$ cat src/rtl/soc_system_pio_write_arbiter.sv
// Two-requester arbiter serialising 3-bit writes onto an Avalon-MM PIO slave.
// Round-robin on ties, one write cycle, then HOLDOFF forced idle cycles.
module soc_system_pio_write_arbiter #(
  parameter int unsigned HOLDOFF     = 4,
  parameter logic [2:0]  RESET_VALUE = 3'b111
) (
  input  logic        clk,
  input  logic        reset_n,
  input  logic        req0_valid,
  input  logic [2:0]  req0_data,
  output logic        req0_ready,
  input  logic        req1_valid,
  input  logic [2:0]  req1_data,
  output logic        req1_ready,
  output logic [1:0]  pio_address,
  output logic        pio_chipselect,
  output logic        pio_write_n,
  output logic [31:0] pio_writedata,
  output logic [2:0]  shadow_data,
  output logic        busy,
  output logic [15:0] write_count
);

  typedef enum logic [1:0] {
    IDLE  = 2'd0,
    WRITE = 2'd1,
    HOLD  = 2'd2
  } state_t;

  localparam logic [7:0] HOLD_LAST =
    (HOLDOFF > 0) ? 8'(HOLDOFF - 1) : 8'd0;

  state_t     state;
  logic       last_grant;
  logic [7:0] hold_cnt;
  logic [2:0] lat_data;
  logic [2:0] grant_data;
  logic       idle;

  assign idle        = (state == IDLE);
  assign busy        = ~idle;
  assign pio_address = 2'b00;

  // Tie goes to whichever requester was not served last.
  always_comb begin
    req0_ready = 1'b0;
    req1_ready = 1'b0;
    grant_data = req0_data;
    if (idle) begin
      unique case (1'b1)
        req0_valid && (!req1_valid || last_grant): begin
          req0_ready = 1'b1;
          grant_data = req0_data;
        end
        req1_valid && (!req0_valid || !last_grant): begin
          req1_ready = 1'b1;
          grant_data = req1_data;
        end
        default: ;
      endcase
    end
  end

  always_ff @(posedge clk or negedge reset_n) begin
    if (!reset_n) begin
      state          <= IDLE;
      last_grant     <= 1'b1;
      hold_cnt       <= 8'd0;
      lat_data       <= 3'b000;
      shadow_data    <= RESET_VALUE;
      write_count    <= 16'd0;
      pio_chipselect <= 1'b0;
      pio_write_n    <= 1'b1;
      pio_writedata  <= 32'd0;
    end else begin
      unique case (state)
        IDLE: begin
          if (req0_ready || req1_ready) begin
            lat_data       <= grant_data;
            last_grant     <= req1_ready;
            state          <= WRITE;
            pio_chipselect <= 1'b1;
            pio_write_n    <= 1'b0;
            pio_writedata  <= {29'd0, grant_data};
          end
        end
        WRITE: begin
          shadow_data    <= lat_data;
          write_count    <= write_count + 16'd1;
          pio_chipselect <= 1'b0;
          pio_write_n    <= 1'b1;
          pio_writedata  <= 32'd0;
          if (HOLDOFF == 0) begin
            state <= IDLE;
          end else begin
            state    <= HOLD;
            hold_cnt <= HOLD_LAST;
          end
        end
        HOLD: begin
          if (hold_cnt == 8'd0) begin
            state <= IDLE;
          end else begin
            hold_cnt <= hold_cnt - 8'd1;
          end
        end
        default: state <= IDLE;
      endcase
    end
  end

endmodule
$ cat config.mk
export PLATFORM = sky130hd
export DESIGN_NAME = soc_system_pio_write_arbiter
export DESIGN_NICKNAME = d
export VERILOG_FILES = /design/src/rtl/soc_system_pio_write_arbiter.sv
export SDC_FILE = /design/constraint.sdc
export NUM_CORES = 1
export LEC_CHECK = 0
export ABC_AREA = 1
export BUFFER_PORTS_ARGS = -buffer_cell sky130_fd_sc_hd__buf_4
export CAP_MARGIN = 20
export CORE_MARGIN = 3
export CORE_UTILIZATION = 52
export DETAILED_ROUTE_END_ITERATION = 10
export MAX_ROUTING_LAYER = met4
export PLACE_DENSITY_LB_ADDON = 0.1
export SYNTH_ARGS = -nofsm -noshare
export SYNTH_HDL_FRONTEND = slang
export SYNTH_SLANG_ARGS = --single-unit
$ cat constraint.sdc
create_clock -name clk -period 2.2 [get_ports clk]
set_clock_uncertainty 0.15 [all_clocks]
set_input_delay 0.44 -clock clk [delete_from_list [all_inputs] [get_ports clk]]
set_output_delay 0.44 -clock clk [all_outputs]
set_load 0.05 [all_outputs]
== Word-level counts from Yosys, hierarchy flattened ==
Cells that the tools add are included.
W data, S select, Z words.
Cells by class
  eq/ne operators: 5
  mux-type cells: 16
  $add $sub $neg: 2
  reductions and logical operators: 16
  bitwise operators: 1
Operators with widths (number)
  $pmux W32 S2: 1
  $mux W32: 1
  $add A16 B1 Y16 const B: 1
  $pmux W8 S2: 1
  $logic_not A8 Y1: 1
  $mux W8: 1
  $reduce_and A2 Y1: 4
  $sub A8 B1 Y8 const B: 1
  $mux W1: 6
  $pmux W2 S3: 1
  $mux W2: 2
  $ne A2 B2 Y1 const B: 2
  $pmux W1 S2: 2
  $reduce_bool A2 Y1: 2
  $logic_not A1 Y1: 3
  $logic_or A1 B1 Y1: 3
  $mux W3: 1
  $eq A2 B1 Y1 const B: 1
  $eq A2 B2 Y1 const B: 1
  $logic_and A1 B1 Y1: 2
  $logic_not A2 Y1: 1
  $ne A2 B1 Y1 const B: 1
  $not A1 Y1: 1
Storage, ports and cells
  register bits after elaboration: 67
  output and inout port bits: 58

== Logic depth before layout (Yosys ltp) ==
  depth after elaboration: 8
  mapped depth: 8
  mapped depth without buffers: 8

== Worst setup path after synthesis ==
Ideal clock, no wire load.
  kind: register to register
  start: register write_count[0]
  end: register write_count[10]
  path buffers: 0
  setup time: 142 ps
  slack: 431 ps
  arrival time: 1477 ps
  cell stages (with the launch flop): 8
  cells stage by stage: dfrtp_1 -> ha_1 -> nand3_2 -> nor2_2 -> nand2_2 -> inv_1 -> nand2_1 -> xnor2_1
Between the ends
  word-level cells in the longest chain between the ends: 1
Ends and longest elaborated chain
  start, declared: RTL line 21  | output logic [15:0] write_count
  start signal, assigned: RTL line 89  | write_count <= write_count + 16'd1;
  $add A16 B1 Y16: RTL line 89
No other way between the ends.
A chain may end at the register's enable or synchronous reset.

== Worst setup path in the final report ==
  start: register state[0]
  end: output port req0_ready
Between the ends
  word-level cells in the longest chain between the ends: 2
Ends and longest elaborated chain
  start, declared: RTL line 33  | state_t state;
  start signal, assigned: RTL line 66  | state <= IDLE;
  start signal, assigned: RTL line 81  | state <= WRITE;
  start signal, assigned: RTL line 94  | state <= IDLE;
  $logic_not A2 Y1: RTL line 40  | assign idle = (state == IDLE);
  $mux W1: RTL line 49  | if (idle) begin
  end, declared: RTL line 11  | output logic req0_ready,
No other way between the ends.

==> impl_metrics.yaml <==
routing:
  drt-pass1-iter-count: 4
  wirelength_um: 3930
  drc: 0
  drt_iter0_markers: 73
  vias_per_cell: 4.60
  num_vias: 1674
  ant_nets: 0
  wire_per_inst_um: 10.8
clocking:
  clock_latency_ns: 0.29
  cts_hold_buf: 1
  cts_made_buffers: 5
  h-tree-depth: 2
  post-cts-setup-buffers: 0
  root_buffer: "clkbuf_8"
  path_clk_slew_ns: 0.06
  cts_num_sinks: 38
  clock_path_buffers: 2
  cts-resized-gates: 0
  cts_tree: "yes"
pwr:
  netSwitchingFraction_pct: 49.1
  clkPwrFrac_pct: 14.0
  pwr-share-seq_pct: 34.8
  switchingPower_mw: 1.60
  ir_drop_v: 0.000880
  p_leak_nw: 1.35
  p_per_area_mw_per_mm2: 1330
  comb_power_share_pct: 51.2
  power_mw: 3.25
  intPower_mw: 1.65
grt:
  grt_start_max_net_pins: 39
  use_met3_pct: 3.45
  grt_util_all_layers_pct: 17.1
  overflow: 0
  antenna_found_initial: 0
  grt_use_met1_pct: 19.3
  grt_use_met2_pct: 29.7
  grt_pass1_vias: 1561
  grt_busiest_layer: "met2"
  grt_first_pass_wirelength_um: 6640
die:
  io_pins: 68
  die_x_um: 70.1
  fp.dieArea_mm2: 0.00491
  rows: 22
  die_h_um: 70.1
  start_util_pct: 56.2
  core_area_mm2: 0.00380
synth:
  synthArstFlopShare_pct: 100
  netlist_area_mm2: 0.00213
  yosysTopAreaCell: "dfrtp_1"
  synth-xor-area-share_pct: 4.11
  synth_commonest_cells: "78 x nand2_1, 33 x dfrtp_1, 32 x inv_1, 31 x buf_4, 24 x nor2_1"
  synth_edf_count: 0
  ys_seq_elements: 38
  muxShareOfSynthArea_pct: 0
  synthCells: 273
  synth-simple-area-share_pct: 29.4
  ys_top_cells_by_area: "dfrtp_1 39%, nand2_1 14%, buf_4 11%"
  yosys_most_used_dff: "dfrtp_1"
  yosysMostFrequentCell: "nand2_1"
  ys_types: 19
  yosysSeqAreaShare_pct: 44.9
  synth_top_area_share_pct: 38.7
  synthAdderAreaFrac_pct: 1.17
  postSynthAreaPerCell_um2: 7.81
  synth_top_family_by_area: "simple AND/OR/NAND/NOR gates"
  synth_compound_area_share_pct: 3.05
  yosys_warnings: 0
sta:
  period_minus_slack_ns: 1.97
  rsz0062_at_grt: "false"
  fin_ws_ns: 0.228
  hold_slack_ns: 0.325
  fin_crit_sh_pct: 89.6
  hold_viol: 0
  fmax_mhz: 507
  setup_viol_count_final: 0
  fin_setup_tns_ns: 0
  drv_slew: 0
finish:
  regArea_um2: 957
  final_core_util_pct: 64.1
  nets: 327
  fill_cells: 359
  diodes: 0
  multi_input_area_um2: 921
  layout-drive-gt1-share_pct: 18.7
  area_delta_synth_final_pct: 14.1
place:
  io_buffers: 36
  gp_congestion: 0.816
  dp_slack_ns: 0.510
  dp_hpwl_um: 2990
worst_setup_path:
  crit_type: "flop to output pin"
  crit_chain: "nor2_1, nand3_1, inv_1, buf_4"
  critPathMaxStageDelay_ns: 0.44
  endpoint_kind: "output pin"
  arrival_ns: 1.38
  worst-path-max-fanout: 5
  worst_r2r_path_depth: 7
  rr_startpoint: "hold_cnt[0]$_DFFE_PN0P_"
  cp.required_ns: 1.61
  critical_path.slowest_cell: "dfrtp_1"
  rrSetupSlack_ns: 0.59
  r2r-end: "hold_cnt[5]$_DFFE_PN0P_"
  cp-start-kind: "flop"
min_path:
  min-delay-start: "pio_write_n$_DFFE_PN1P_"
  hold_path.class: "flop to flop"
  min_path_cells: 2
  hold_end: "pio_write_n$_DFFE_PN1P_"
job:
  cap_violations: 0
run_status:
  outcome: "complete, no violations"
==> layout make-up <==
cell class                      count  share of cell area, %
Timing Repair Buffer               39                   12.1
Tap cell                           48                   2.47
Inverter                           32                   4.94
Sequential cell                    38                   39.3
Clock buffer                        8                   3.29
Multi-Input combinational cell    199                   37.8
==> critical path: cells and delay by family, from the launching register on <==
kind,cells,cell delay (ns)
buffers and inverters,2,0.30
DFF,1,0.44
and+or+nand+nor,2,0.36
==> state kept, by name (all words and copies together) (netlist names) <==
| name | count |
|---|---|
| shadow_data | 3 |
| lat_data | 3 |
| pio_writedata | 3 |
| hold_cnt | 8 |
| pio_chipselect | 1 |
| pio_write_n | 1 |
| write_count | 16 |
| state | 2 |
| last_grant | 1 |
==> through the flow <==
| step | cells | area [um^2] |
|---|---|---|
| after floorplan | 303 | 2250 |
| after global placement | 355 | 2340 |
| after detailed placement | 355 | 2340 |
| after CTS | 364 | 2430 |
| after global routing | 364 | 2430 |
| final | 364 | 2430 |
==> layer usage <==
layer	routed length, um	up-vias
li1	-	866
met2	1950	47
met5	0	-
met3	227	5
met1	1710	756
met4	46	0
==> how the worst max path moves through the flow <==
stage / startpoint / endpoint / slack (ns)
global route: state[0]$_DFFE_PN0P_ / req1_ready / 0.10
floorplan: write_count[0]$_DFFE_PN0P_ / write_count[10]$_DFFE_PN0P_ / 0.43
finish: state[0]$_DFFE_PN0P_ / req0_ready / 0.23
detailed placement: req0_valid / req1_ready / 0.51
CTS: state[0]$_DFFE_PN0P_ / req1_ready / 0.21
global placement: req0_valid / req1_ready / 0.54
==> power groups by stage <==
stage                     logic (mW)  registers [mW]  clock network [mW]
final                           1.66            1.13               0.454
after global routing            1.84            1.16               0.489
after CTS                       1.68            1.13               0.467
after detailed placement        1.67            1.14                   0
after global placement          1.64            1.14                   0
after floorplan                0.950            1.48                   0
==> cells by family (layout without fill, tap and decap cells) <==
family	after synthesis	in the layout
AOI/OAI and AO/OA	13	13
xor gates and xnor gates	10	10
adders and majority gates	2	2
buffers and inverters	66	79
DFF	38	38
other	1	31
and+or+nand+nor	143	143
==> cells in the final DEF, fill, tap and decap left out, drive strengths merged <==
| master | count |
|---|---|
| buf | 38 |
| nand3 | 24 |
| o21ai | 13 |
| inv | 32 |
| xnor2 | 5 |
| dfstp | 5 |
| nor3 | 2 |
| nand4 | 8 |
| clkbuf | 8 |
| nor2 | 27 |
| nand2 | 82 |
| dlygate4sd3 | 1 |
| ha | 2 |
| dfrtp | 33 |
| xor2 | 5 |
| conb | 31 |
Note: power is estimated with default switching activity, not from simulation.
